## src/rtl/fifo_sync_flags_if.sv

```systemverilog
// fifo_sync_flags_if: write/read handshake and status bundle of the synchronous FIFO
interface fifo_sync_flags_if #(
  parameter int WIDTH = 8,
  parameter int DEPTH = 16
);
  localparam int CW = $clog2(DEPTH + 1);
  logic             i_Wr_DV;
  logic [WIDTH-1:0] i_Wr_Data;
  logic             o_Full;
  logic             o_AF_Flag;
  logic             i_Rd_En;
  logic             o_Rd_DV;
  logic [WIDTH-1:0] o_Rd_Data;
  logic             o_Empty;
  logic             o_AE_Flag;
  logic [CW-1:0]    o_Count;
  logic             o_Overflow;
  logic             o_Underflow;
  modport master (
    output i_Wr_DV, i_Wr_Data, i_Rd_En,
    input  o_Full, o_AF_Flag, o_Rd_DV, o_Rd_Data, o_Empty, o_AE_Flag,
           o_Count, o_Overflow, o_Underflow
  );
  modport slave (
    input  i_Wr_DV, i_Wr_Data, i_Rd_En,
    output o_Full, o_AF_Flag, o_Rd_DV, o_Rd_Data, o_Empty, o_AE_Flag,
           o_Count, o_Overflow, o_Underflow
  );
endinterface

```

## src/rtl/fifo_sync_flags.sv

```systemverilog
// fifo_sync_flags: single-clock FIFO with count, full/empty, almost flags and sticky over/underflow
module fifo_sync_flags #(
  parameter int WIDTH    = 8,
  parameter int DEPTH    = 16,
  parameter int AF_LEVEL = 14,
  parameter int AE_LEVEL = 2
) (
  input logic               i_Clk,
  input logic               i_Rst_L,
  fifo_sync_flags_if.slave  bus
);
  localparam int PW = $clog2(DEPTH);
  localparam int CW = $clog2(DEPTH + 1);
  logic [WIDTH-1:0] mem_q [DEPTH];
  logic [PW-1:0]    wr_ptr_q, wr_ptr_d, rd_ptr_q, rd_ptr_d;
  logic [CW-1:0]    count_q, count_d;
  logic             full_q, full_d, empty_q, empty_d, af_q, af_d, ae_q, ae_d;
  logic             rd_dv_q, rd_dv_d, ovf_q, ovf_d, unf_q, unf_d;
  logic [WIDTH-1:0] rd_data_q, rd_data_d;
  logic             wr_acc, rd_acc;
  // Acceptance uses the registered flags, so a full/empty FIFO never falls through
  always_comb begin
    wr_acc    = bus.i_Wr_DV & ~full_q;
    rd_acc    = bus.i_Rd_En & ~empty_q;
    wr_ptr_d  = wr_acc ? ((wr_ptr_q == PW'(DEPTH - 1)) ? '0 : wr_ptr_q + PW'(1)) : wr_ptr_q;
    rd_ptr_d  = rd_acc ? ((rd_ptr_q == PW'(DEPTH - 1)) ? '0 : rd_ptr_q + PW'(1)) : rd_ptr_q;
    count_d   = count_q + CW'(wr_acc) - CW'(rd_acc);
    full_d    = count_d == CW'(DEPTH);
    empty_d   = count_d == '0;
    af_d      = count_d >= CW'(AF_LEVEL);
    ae_d      = count_d <= CW'(AE_LEVEL);
    rd_dv_d   = rd_acc;
    rd_data_d = rd_acc ? mem_q[rd_ptr_q] : rd_data_q;
    ovf_d     = ovf_q | (bus.i_Wr_DV & full_q);
    unf_d     = unf_q | (bus.i_Rd_En & empty_q);
  end
  // Storage array is deliberately left out of reset
  always_ff @(posedge i_Clk) begin
    if (wr_acc) mem_q[wr_ptr_q] <= bus.i_Wr_Data;
  end
  // Pointers, count, flags and read port state
  always_ff @(posedge i_Clk or negedge i_Rst_L) begin
    if (!i_Rst_L) begin
      wr_ptr_q  <= '0;
      rd_ptr_q  <= '0;
      count_q   <= '0;
      full_q    <= 1'b0;
      empty_q   <= 1'b1;
      af_q      <= 1'b0;
      ae_q      <= 1'b1;
      rd_dv_q   <= 1'b0;
      rd_data_q <= '0;
      ovf_q     <= 1'b0;
      unf_q     <= 1'b0;
    end else begin
      wr_ptr_q  <= wr_ptr_d;
      rd_ptr_q  <= rd_ptr_d;
      count_q   <= count_d;
      full_q    <= full_d;
      empty_q   <= empty_d;
      af_q      <= af_d;
      ae_q      <= ae_d;
      rd_dv_q   <= rd_dv_d;
      rd_data_q <= rd_data_d;
      ovf_q     <= ovf_d;
      unf_q     <= unf_d;
    end
  end
  assign bus.o_Full      = full_q;
  assign bus.o_AF_Flag   = af_q;
  assign bus.o_Empty     = empty_q;
  assign bus.o_AE_Flag   = ae_q;
  assign bus.o_Count     = count_q;
  assign bus.o_Rd_DV     = rd_dv_q;
  assign bus.o_Rd_Data   = rd_data_q;
  assign bus.o_Overflow  = ovf_q;
  assign bus.o_Underflow = unf_q;
endmodule

```

## src/flat_wrapper.sv

```systemverilog
// flat-port wrapper written by rule: the top's interface ports become plain ports
module fifo_sync_flags_flat 
#(
  parameter int WIDTH    = 8,
  parameter int DEPTH    = 16,
  parameter int AF_LEVEL = 14,
  parameter int AE_LEVEL = 2
)
  (i_Clk, i_Rst_L, bus_i_Wr_DV, bus_i_Wr_Data, bus_i_Rd_En, bus_o_Full, bus_o_AF_Flag, bus_o_Rd_DV, bus_o_Rd_Data, bus_o_Empty, bus_o_AE_Flag, bus_o_Count, bus_o_Overflow, bus_o_Underflow);
  fifo_sync_flags_if #(.WIDTH(WIDTH), .DEPTH(DEPTH)) bus_i ();
  input logic i_Clk;
  input logic i_Rst_L;
  input wire logic [$bits(bus_i.i_Wr_DV)-1:0] bus_i_Wr_DV;
  input wire logic [$bits(bus_i.i_Wr_Data)-1:0] bus_i_Wr_Data;
  input wire logic [$bits(bus_i.i_Rd_En)-1:0] bus_i_Rd_En;
  output wire logic [$bits(bus_i.o_Full)-1:0] bus_o_Full;
  output wire logic [$bits(bus_i.o_AF_Flag)-1:0] bus_o_AF_Flag;
  output wire logic [$bits(bus_i.o_Rd_DV)-1:0] bus_o_Rd_DV;
  output wire logic [$bits(bus_i.o_Rd_Data)-1:0] bus_o_Rd_Data;
  output wire logic [$bits(bus_i.o_Empty)-1:0] bus_o_Empty;
  output wire logic [$bits(bus_i.o_AE_Flag)-1:0] bus_o_AE_Flag;
  output wire logic [$bits(bus_i.o_Count)-1:0] bus_o_Count;
  output wire logic [$bits(bus_i.o_Overflow)-1:0] bus_o_Overflow;
  output wire logic [$bits(bus_i.o_Underflow)-1:0] bus_o_Underflow;
  assign bus_i.i_Wr_DV = bus_i_Wr_DV;
  assign bus_i.i_Wr_Data = bus_i_Wr_Data;
  assign bus_i.i_Rd_En = bus_i_Rd_En;
  assign bus_o_Full = bus_i.o_Full;
  assign bus_o_AF_Flag = bus_i.o_AF_Flag;
  assign bus_o_Rd_DV = bus_i.o_Rd_DV;
  assign bus_o_Rd_Data = bus_i.o_Rd_Data;
  assign bus_o_Empty = bus_i.o_Empty;
  assign bus_o_AE_Flag = bus_i.o_AE_Flag;
  assign bus_o_Count = bus_i.o_Count;
  assign bus_o_Overflow = bus_i.o_Overflow;
  assign bus_o_Underflow = bus_i.o_Underflow;
  fifo_sync_flags #(.WIDTH(WIDTH), .DEPTH(DEPTH), .AF_LEVEL(AF_LEVEL), .AE_LEVEL(AE_LEVEL)) u_core (.i_Clk(i_Clk), .i_Rst_L(i_Rst_L), .bus(bus_i));
endmodule
```

## config.mk

```make
export PLATFORM = sky130hd
export DESIGN_NAME = fifo_sync_flags_flat
export DESIGN_NICKNAME = d
export VERILOG_FILES = /design/src/rtl/fifo_sync_flags_if.sv /design/src/rtl/fifo_sync_flags.sv /design/src/flat_wrapper.sv
export SDC_FILE = /design/constraint.sdc
export NUM_CORES = 1
export LEC_CHECK = 0
export CORE_MARGIN = 5
export CORE_UTILIZATION = 35
export DETAILED_ROUTE_END_ITERATION = 6
export DONT_BUFFER_PORTS = 1
export GPL_ROUTABILITY_DRIVEN = 0
export PLACE_DENSITY_LB_ADDON = 0.15
export REMOVE_ABC_BUFFERS = 1
export SETUP_SLACK_MARGIN = 0.05
export SLEW_MARGIN = 0
export SYNTH_ARGS = -nofsm -noshare
export SYNTH_HDL_FRONTEND = slang
export SYNTH_SLANG_ARGS = --single-unit
```

## constraint.sdc

```tcl
create_clock -name i_Clk -period 2.9 [get_ports i_Clk]
set_clock_uncertainty 0.15 [all_clocks]
set_input_delay 0.29 -clock i_Clk [delete_from_list [all_inputs] [get_ports i_Clk]]
set_output_delay 0.29 -clock i_Clk [all_outputs]
set_load 0.005 [all_outputs]
```

==> summary.txt, run 1 <==
Status
  • Status: finished clean

Setup path
  • Crit end category: flop
  • Startpoint types: flop
  • Max FO, Critical Path: 4
  • Critical Path AT: 2920 ps
  • CP max stage cell: dfstp_2
  • Origin of the critical flop-to-flop path: u_core.bus.o_Empty
  • Worst R2R Path Depth: 11
  • R2r setup slk: 130 ps
  • Ordered cell list for the critical path: nand2b_4 > inv_4 > ha_4 > inv_2 > ha_4 > inv_2 > fa_2 > nor2b_1 > o21a_1 > or3_4 > a2111oi_4
  • Critical Path RT: 3050 ps
  • CP peak stage delay: 550 ps
  • WS Path Type: reg -> reg
  • Capturing point of the worst reg2reg path: u_core.bus.o_Empty

Yosys
  • Post-synthesis mux area share: 0.101
  • Async set-reset flop share out of synthesis: 0.179
  • Most common cell in the synthesized netlist: edfxtp_1
  • Synthesized area per cell: 15.6 µm²
  • Synth warn: 0
  • Seq/Total Area, Yosys: 0.717
  • Post-synth top area share: 0.606
  • Post-Synth Simple-Gate Area: 0.0768
  • Synthesized area: 0.00634 mm²
  • Main combinational cell family by area after synthesis: multiplexers
  • Top FF cell, synth: edfxtp_1
  • Synthesized instance count: 406
  • Synth cell types: 33
  • Synth Area in Compound Gates: 0.0523
  • Synth cell count leaders: edfxtp_1, mux2i_1, nand2_1, dfrtp_1, a22oi_1
  • Synth Area in Adders: 0.0229
  • Top post-synthesis cells by area: edfxtp_1, dfrtp_1, mux2i_1
  • #FFs+latches synth: 156
  • Synth Area in XOR/XNOR: 0.00829
  • Number of enable flip-flop cells after synthesis: 128
  • Synth area leader: edfxtp_1

Cells and area
  • Area growth, synth to finish: 17.6%
  • Post-route cell area: 0.00746 mm²
  • Share of cells above drive strength 1: 0.122
  • Net count, final: 453
  • # diodes: 0

Detailed routing
  • Detailed Route WL: 13.7 mm
  • Initial DRC Count: 177
  • Vias/cell: 4.96
  • TritonRoute pass-1 iters: 5
  • Antenna Violating Nets Remaining: 0
  • DRC: 0
  • WL/cell: 20.4 µm
  • Routed vias: 3332

Clock network
  • Clock sink count: 156
  • Clk_lat worst skew: 410 ps
  • # H-tree levels: 4
  • CTS Root Cell: clkbuf_16
  • CTS tree: built
  • TritonCTS buffer count: 17
  • Worst-path clk slew: 60 ps
  • Clock buffer depth: 2

STA
  • Worst-Margin Slew: 768 ps
  • Tmin final: 2770 ps
  • Slew HR: 0.486
  • Fin Setup TNS: 0 ps
  • # setup viols final: 0
  • RSZ-0062 raised after global routing: true
  • Max Transition Viols Final: 0
  • Hold Violations, Final: 0
  • Fmax: 362 MHz
  • Fin crit share: 0.954
  • Final hold slack: 103 ps
  • Final WS setup: 135 ps

Min path
  • Hold Crit Start: bus_i_Rd_En
  • Hold WC Path Type: in -> reg
  • Hold Crit Depth: 5
  • Hold Path Sink: u_core.rd_ptr_q[1]

Floorplan
  • Die X: 145 µm
  • Die ar.: 0.0209 mm²
  • Initial core utilization: 0.354
  • IO Pins: 32
  • Die H: 145 µm
  • Row count: 49
  • Core area: 0.0179 mm²

Global route
  • GR Util All Layers: 0.138
  • First-pass GRT wire length: 20.9 mm
  • Initial antenna violation count: 0
  • Number of global-route vias before repair: 3423
  • GR Overflow Total: 0
  • Pin count of the biggest net entering global routing: 31

Placement
  • Pre-CTS WS: 49.7 ps
  • Placed cell area: 0.00663 mm²
  • Input/output buffers: 0
  • Post-DP HPWL: 8.90 mm

Run
  • # Max-Cap Violations: 0

Pwr
  • Leak: 2.67 nW
  • VDD IR max: 0.000784 V
  • Pwr dens: 1060 mW/mm²
[where the power goes]
group          leakage, nW  total, mW  switching [mW]  internal [mW]
clock network        0.308       2.36           0.834           1.53
registers             1.49       3.18           0.347           2.83
logic                0.877       2.37            1.40          0.965
total                 2.67       7.91            2.58           5.32
[how the worst max path moves through the flow]
stage	startpoint	end	slack, ps	cells past startpoint
after floorplan	u_core.rd_ptr_q[1]	u_core.rd_ptr_q[3]	-370	4
after global placement	u_core.bus.o_Empty	u_core.bus.o_Empty	100	11
after detailed placement	u_core.bus.o_Empty	u_core.bus.o_Empty	50	11
after CTS	u_core.bus.o_Empty	u_core.bus.o_Empty	50	11
after global routing	u_core.bus.o_Empty	u_core.bus.o_Empty	20	11
final	u_core.bus.o_Empty	u_core.bus.o_Empty	130	11
[cell type report]
type,instances,area [µm²]
Clock inverter,5,103
Sequential cell,156,4550
Clock buffer,27,536
Fill cell,1652,10400
Inverter,12,47.5
Timing Repair Buffer,23,228
Tap cell,229,287
Multi-Input combinational cell,220,1710
[repair_timing]
action / in CTS / in global routing
setup buffers: 0 / 0
pin swaps: 1 / 5
cloned: 0 / 0
setup endpoints to repair: 1 / 3
hold endpoints to repair: 158 / 1
gates resized for setup: 1 / 11
hold buffers: 12 / 1
[registers in the layout, summed over array words and instances (netlist names), 4 cells and up]
register / count
u_core.bus.o_Count: 5
u_core.bus.o_Rd_Data: 8
u_core.mem_q: 128
u_core.rd_ptr_q: 4
u_core.wr_ptr_q: 4
[layout by cell type, fill, tap and decap left out, types with 3 or more instances in the layout]
cell type and n:
edfxtp_1 128, mux2i_1 64, nand2_1 34, dfrtp_1 25, a22oi_1 24, nand3_1 19, clkbuf_16 19, and2_1 18
dlygate4sd3_1 12, nand4_1 9, buf_4 9, inv_1 8, ha_1 8, o21ai_0 6, xnor2_1 5, clkbuf_1 5
a21o_1 4, nor2b_1 4, inv_2 3, a21oi_1 3, bufinv_16 3, clkbuf_8 3
[cells by family after synthesis]
group,Yosys count
xor gates and xnor gates,6
adders and majority gates,11
muxes,64
AOI/OAI and AO/OA,44
buffers and inverters,30
and+or+nand+nor,95
DFF,156
[worst max-delay path: cells and delay by family, from the launching register on]
family                   cells  cell delay, ps
flip-flops                   1             550
buffers and inverters        3             130
adder cells (fa/ha/maj)      3             600
AND/OR/NAND/NOR              3             620
AO/OA/AOI/OAI                2             610
[layer usage]
metal  GRT usage  vias up  part of all wire
met2       0.223       46              0.50
li1            -     1581                 -
met4      0.0368        0            0.0049
met5           0        -                 0
met1       0.186     1701              0.45
met3      0.0367        4             0.040
[through the flow]
step                      utilization  power [mW]  cells
after global routing            0.417        8.35    672
after floorplan                     -        4.75    388
after CTS                       0.413        7.88    671
after detailed placement        0.370        5.46    627
after global placement          0.370        5.43    627
final                           0.417        7.91    672
No activity file was read; power rests on OpenSTA's default activity.
==> run 2: changes to the inputs <==
--- a/config.mk
+++ b/config.mk
@@ -5,6 +5,7 @@
 export SDC_FILE = /design/constraint.sdc
 export NUM_CORES = 1
 export LEC_CHECK = 0
+export ABC_AREA = 1
 export CORE_MARGIN = 5
 export CORE_UTILIZATION = 35
 export DETAILED_ROUTE_END_ITERATION = 6
@@ -13,7 +14,7 @@
 export PLACE_DENSITY_LB_ADDON = 0.15
 export REMOVE_ABC_BUFFERS = 1
 export SETUP_SLACK_MARGIN = 0.05
-export SLEW_MARGIN = 0
+export SLEW_MARGIN = 20
 export SYNTH_ARGS = -nofsm -noshare
 export SYNTH_HDL_FRONTEND = slang
 export SYNTH_SLANG_ARGS = --single-unit
==> summary.txt, run 2 <==
Status
  • Status: finished clean

Cells and area
  • Post-route cell area: 0.00752 mm² (+0.87%)
  • Area growth, synth to finish: 15.4%
  • Filler cells: 1795 (+8.7%)
  • Largest Register: u_core.mem_q
  • # diodes: 0 (unchanged)
  • Flip-flop count of the largest register after layout: 128 (unchanged)
  • Commonest non-fill, non-tap cell in the layout: nand2_1
  • Net count, final: 618 (+36%)
  • Share of cells above drive strength 1: 0.0938 (-0.0281)
  • Most frequent cells in the layout: nand2_1, edfxtp_1, nand3_1, dfrtp_1, clkbuf_16
  • Core Util, Final: 0.406 (-0.0103)

Yosys
  • Synthesized instance count: 574 (+41%)
  • Seq/Total Area, Yosys: 0.698 (-0.0196)
  • Top FF cell, synth: edfxtp_1
  • Number of enable flip-flop cells after synthesis: 128 (unchanged)
  • Synth area leader: edfxtp_1
  • Most common cell in the synthesized netlist: nand2_1
  • Post-synth top area share: 0.590 (-0.0165)
  • Synth cell count leaders: nand2_1, edfxtp_1, nand3_1, dfrtp_1, inv_1
  • Top post-synthesis cells by area: edfxtp_1, nand2_1, dfrtp_1
  • Synthesized area per cell: 11.4 µm² (-27%)
  • Synthesized area: 0.00652 mm² (+2.8%)
  • Synth warn: 0 (unchanged)
  • Synth cell types: 24 (-27%)
  • Async set-reset flop share out of synthesis: 0.179 (unchanged)
  • #FFs+latches synth: 156 (unchanged)

Floorplan
  • Die X: 146 µm (+1.3%)
  • Row count: 50 (+2.0%)
  • Die ar.: 0.0215 mm² (+2.6%)
  • Die H: 146 µm (+1.3%)
  • IO Pins: 32 (unchanged)
  • Core area: 0.0185 mm² (+3.4%)
  • Initial core utilization: 0.352 (-0.00218)

Pwr
  • Pint: 5.11 mW (-4.0%)
  • VDD IR max: 0.000650 V (-17%)
  • Sequential Power Share: 0.376 (-0.026)
  • Clock power share: 0.291 (-0.008)
  • Sw Share: 0.368 (+0.0418)
  • Logic pwr share: 0.333 (+0.034)
  • Pwr dens: 1080 mW/mm² (+1.5%)
  • Switch Pwr: 2.98 mW (+15%)
  • Leak: 2.96 nW (+11%)

Global route
  • GR Overflow Total: 0 (unchanged)
  • Number of global-route vias before repair: 4175 (+22%)
  • Initial antenna violation count: 0 (unchanged)
  • GR Util All Layers: 0.153 (+0.0147)
  • Pin count of the biggest net entering global routing: 67 (+120%)
  • First-pass GRT wire length: 24.8 mm (+19%)

Min path
  • Hold Path Sink: u_core.bus.o_Rd_DV
  • Hold WC Path Type: in -> reg
  • Hold Crit Start: bus_i_Rd_En
  • Hold Crit Depth: 3 (-2)

Clock network
  • Worst-path clk slew: 60 ps (about the same)
  • CTS tree: built
  • CTS Root Cell: clkbuf_16
  • Clock sink count: 156 (unchanged)
  • Clk_lat worst skew: 420 ps (about the same)
  • Post_cts resized: 0 (-1)
  • # H-tree levels: 4 (unchanged)
  • TritonCTS buffer count: 17 (unchanged)
  • Setup bufs post-CTS: 0 (unchanged)
  • Clock buffer depth: 2 (unchanged)

STA
  • Fin Setup TNS: 0 ps (unchanged)
  • Slew HR: 0.372 (-0.114)
  • Max Transition Viols Final: 0 (unchanged)
  • Fmax: 411 MHz (+14%)
  • RSZ-0062 raised after global routing: false
  • Tmin final: 2430 ps (-333 ps)
  • Worst-Margin Slew: 939 ps (+170 ps)
  • # setup viols final: 0 (unchanged)
  • Fin crit share: 0.839 (-0.115)
  • Hold Violations, Final: 0 (unchanged)

Setup path
  • Max FO, Critical Path: 3 (-1)
  • Critical Path AT: 2640 ps (-280 ps)
  • R2r setup slk: 470 ps (+330 ps)
  • Crit end category: flop
  • Capturing point of the worst reg2reg path: u_core.bus.o_AE_Flag
  • Origin of the critical flop-to-flop path: u_core.bus.o_Empty
  • Worst R2R Path Depth: 10 (-1)
  • Startpoint types: flop
  • WS Path Type: reg -> reg
  • Critical Path RT: 3110 ps (+60 ps)

Placement
  • Post-DP HPWL: 9.47 mm (+6.3%)
  • Placed cell area: 0.00675 mm² (+1.9%)
  • Input/output buffers: 0 (unchanged)

Detailed routing
  • TritonRoute pass-1 iters: 4 (-1)
  • Routed vias: 4113 (+23%)
  • Initial DRC Count: 227 (+28%)
  • Vias/cell: 4.88 (-1.5%)
  • Detailed Route WL: 15.6 mm (+13%)
  • WL/cell: 18.5 µm (-9.5%)
  • Antenna Violating Nets Remaining: 0 (unchanged)
  • DRC: 0 (unchanged)

Run
  • # Max-Cap Violations: 0 (unchanged)
-- run 2: area by class of cell --
type                    count  area [µm²]  area share
repair buffers             29         270      0.0359
inverters                  24        90.1      0.0120
clock buffers              24         558      0.0742
well taps                 234         293      0.0389
multi-input cells         367        1680       0.223
flip-flops and latches    156        4550       0.605
clock inverters             8        86.3      0.0115
-- run 2: cell families (layout without fill, tap and decap cells) --
family | Yosys count | after routing | synth area share
AND/OR/NAND/NOR | 335 | 335 | 0.214
XOR/XNOR | 6 | 6 | 0.00806
adder cells (fa/ha/maj) | 11 | 11 | 0.0223
flip-flops | 156 | 156 | 0.698
AO/OA/AOI/OAI | 15 | 15 | 0.0127
buffers and inverters | 51 | 85 | 0.0449
-- run 2: layer usage --
layer / up-vias / wire, µm / GRT usage
met1: 2007 / 7090 / 0.205
met2: 88 / 7620 / 0.249
met5: - / 0 / 0
li1: 1999 / - / -
met3: 19 / 643 / 0.0379
met4: 0 / 222 / 0.0442
-- run 2: worst max path at each step --
| stage | depth (start not counted) | startpoint | end |
|---|---|---|---|
| floorplan | 9 | u_core.rd_ptr_q[0] | u_core.bus.o_Rd_Data[1] |
| global placement | 10 | u_core.bus.o_Empty | u_core.bus.o_AE_Flag |
| detailed placement | 10 | u_core.bus.o_Empty | u_core.bus.o_AE_Flag |
| CTS | 10 | u_core.bus.o_Empty | u_core.bus.o_AE_Flag |
| global route | 10 | u_core.bus.o_Empty | u_core.bus.o_AE_Flag |
| finish | 10 | u_core.bus.o_Empty | u_core.bus.o_AE_Flag |
-- run 2: through the flow --
stage	std cells	setup slack (ps)	hold WS, ps	power, mW
after floorplan	547	137	-156	4.85
after global placement	798	531	-155	5.75
after detailed placement	798	482	-155	5.78
after CTS	842	462	2.86	8.22
after global routing	842	360	12.8	8.70
final	842	468	23.0	8.09
-- run 2: power groups by stage --
stage	clock [mW]	combinational, mW	sequential (mW)
floorplan	0	1.67	3.17
global placement	0	2.66	3.09
detailed placement	0	2.69	3.09
CTS	2.41	2.76	3.05
global route	2.52	3.09	3.08
finish	2.35	2.70	3.04
-- run 2: critical path, cell delays in order, from the launching register on --
cell,delay [ps]
dfstp_2,560
nor2_2,60
ha_1,260
inv_1,60
ha_1,160
inv_1,60
fa_1,400
o21ai_1,260
xnor2_1,190
o21ai_1,100
nor2_1,110
-- run 2: timing repair --
item	4_1_cts	5_1_grt
endpoints found under the hold margin	158	0
hold buffers	12	0
setup endpoints to repair	0	0
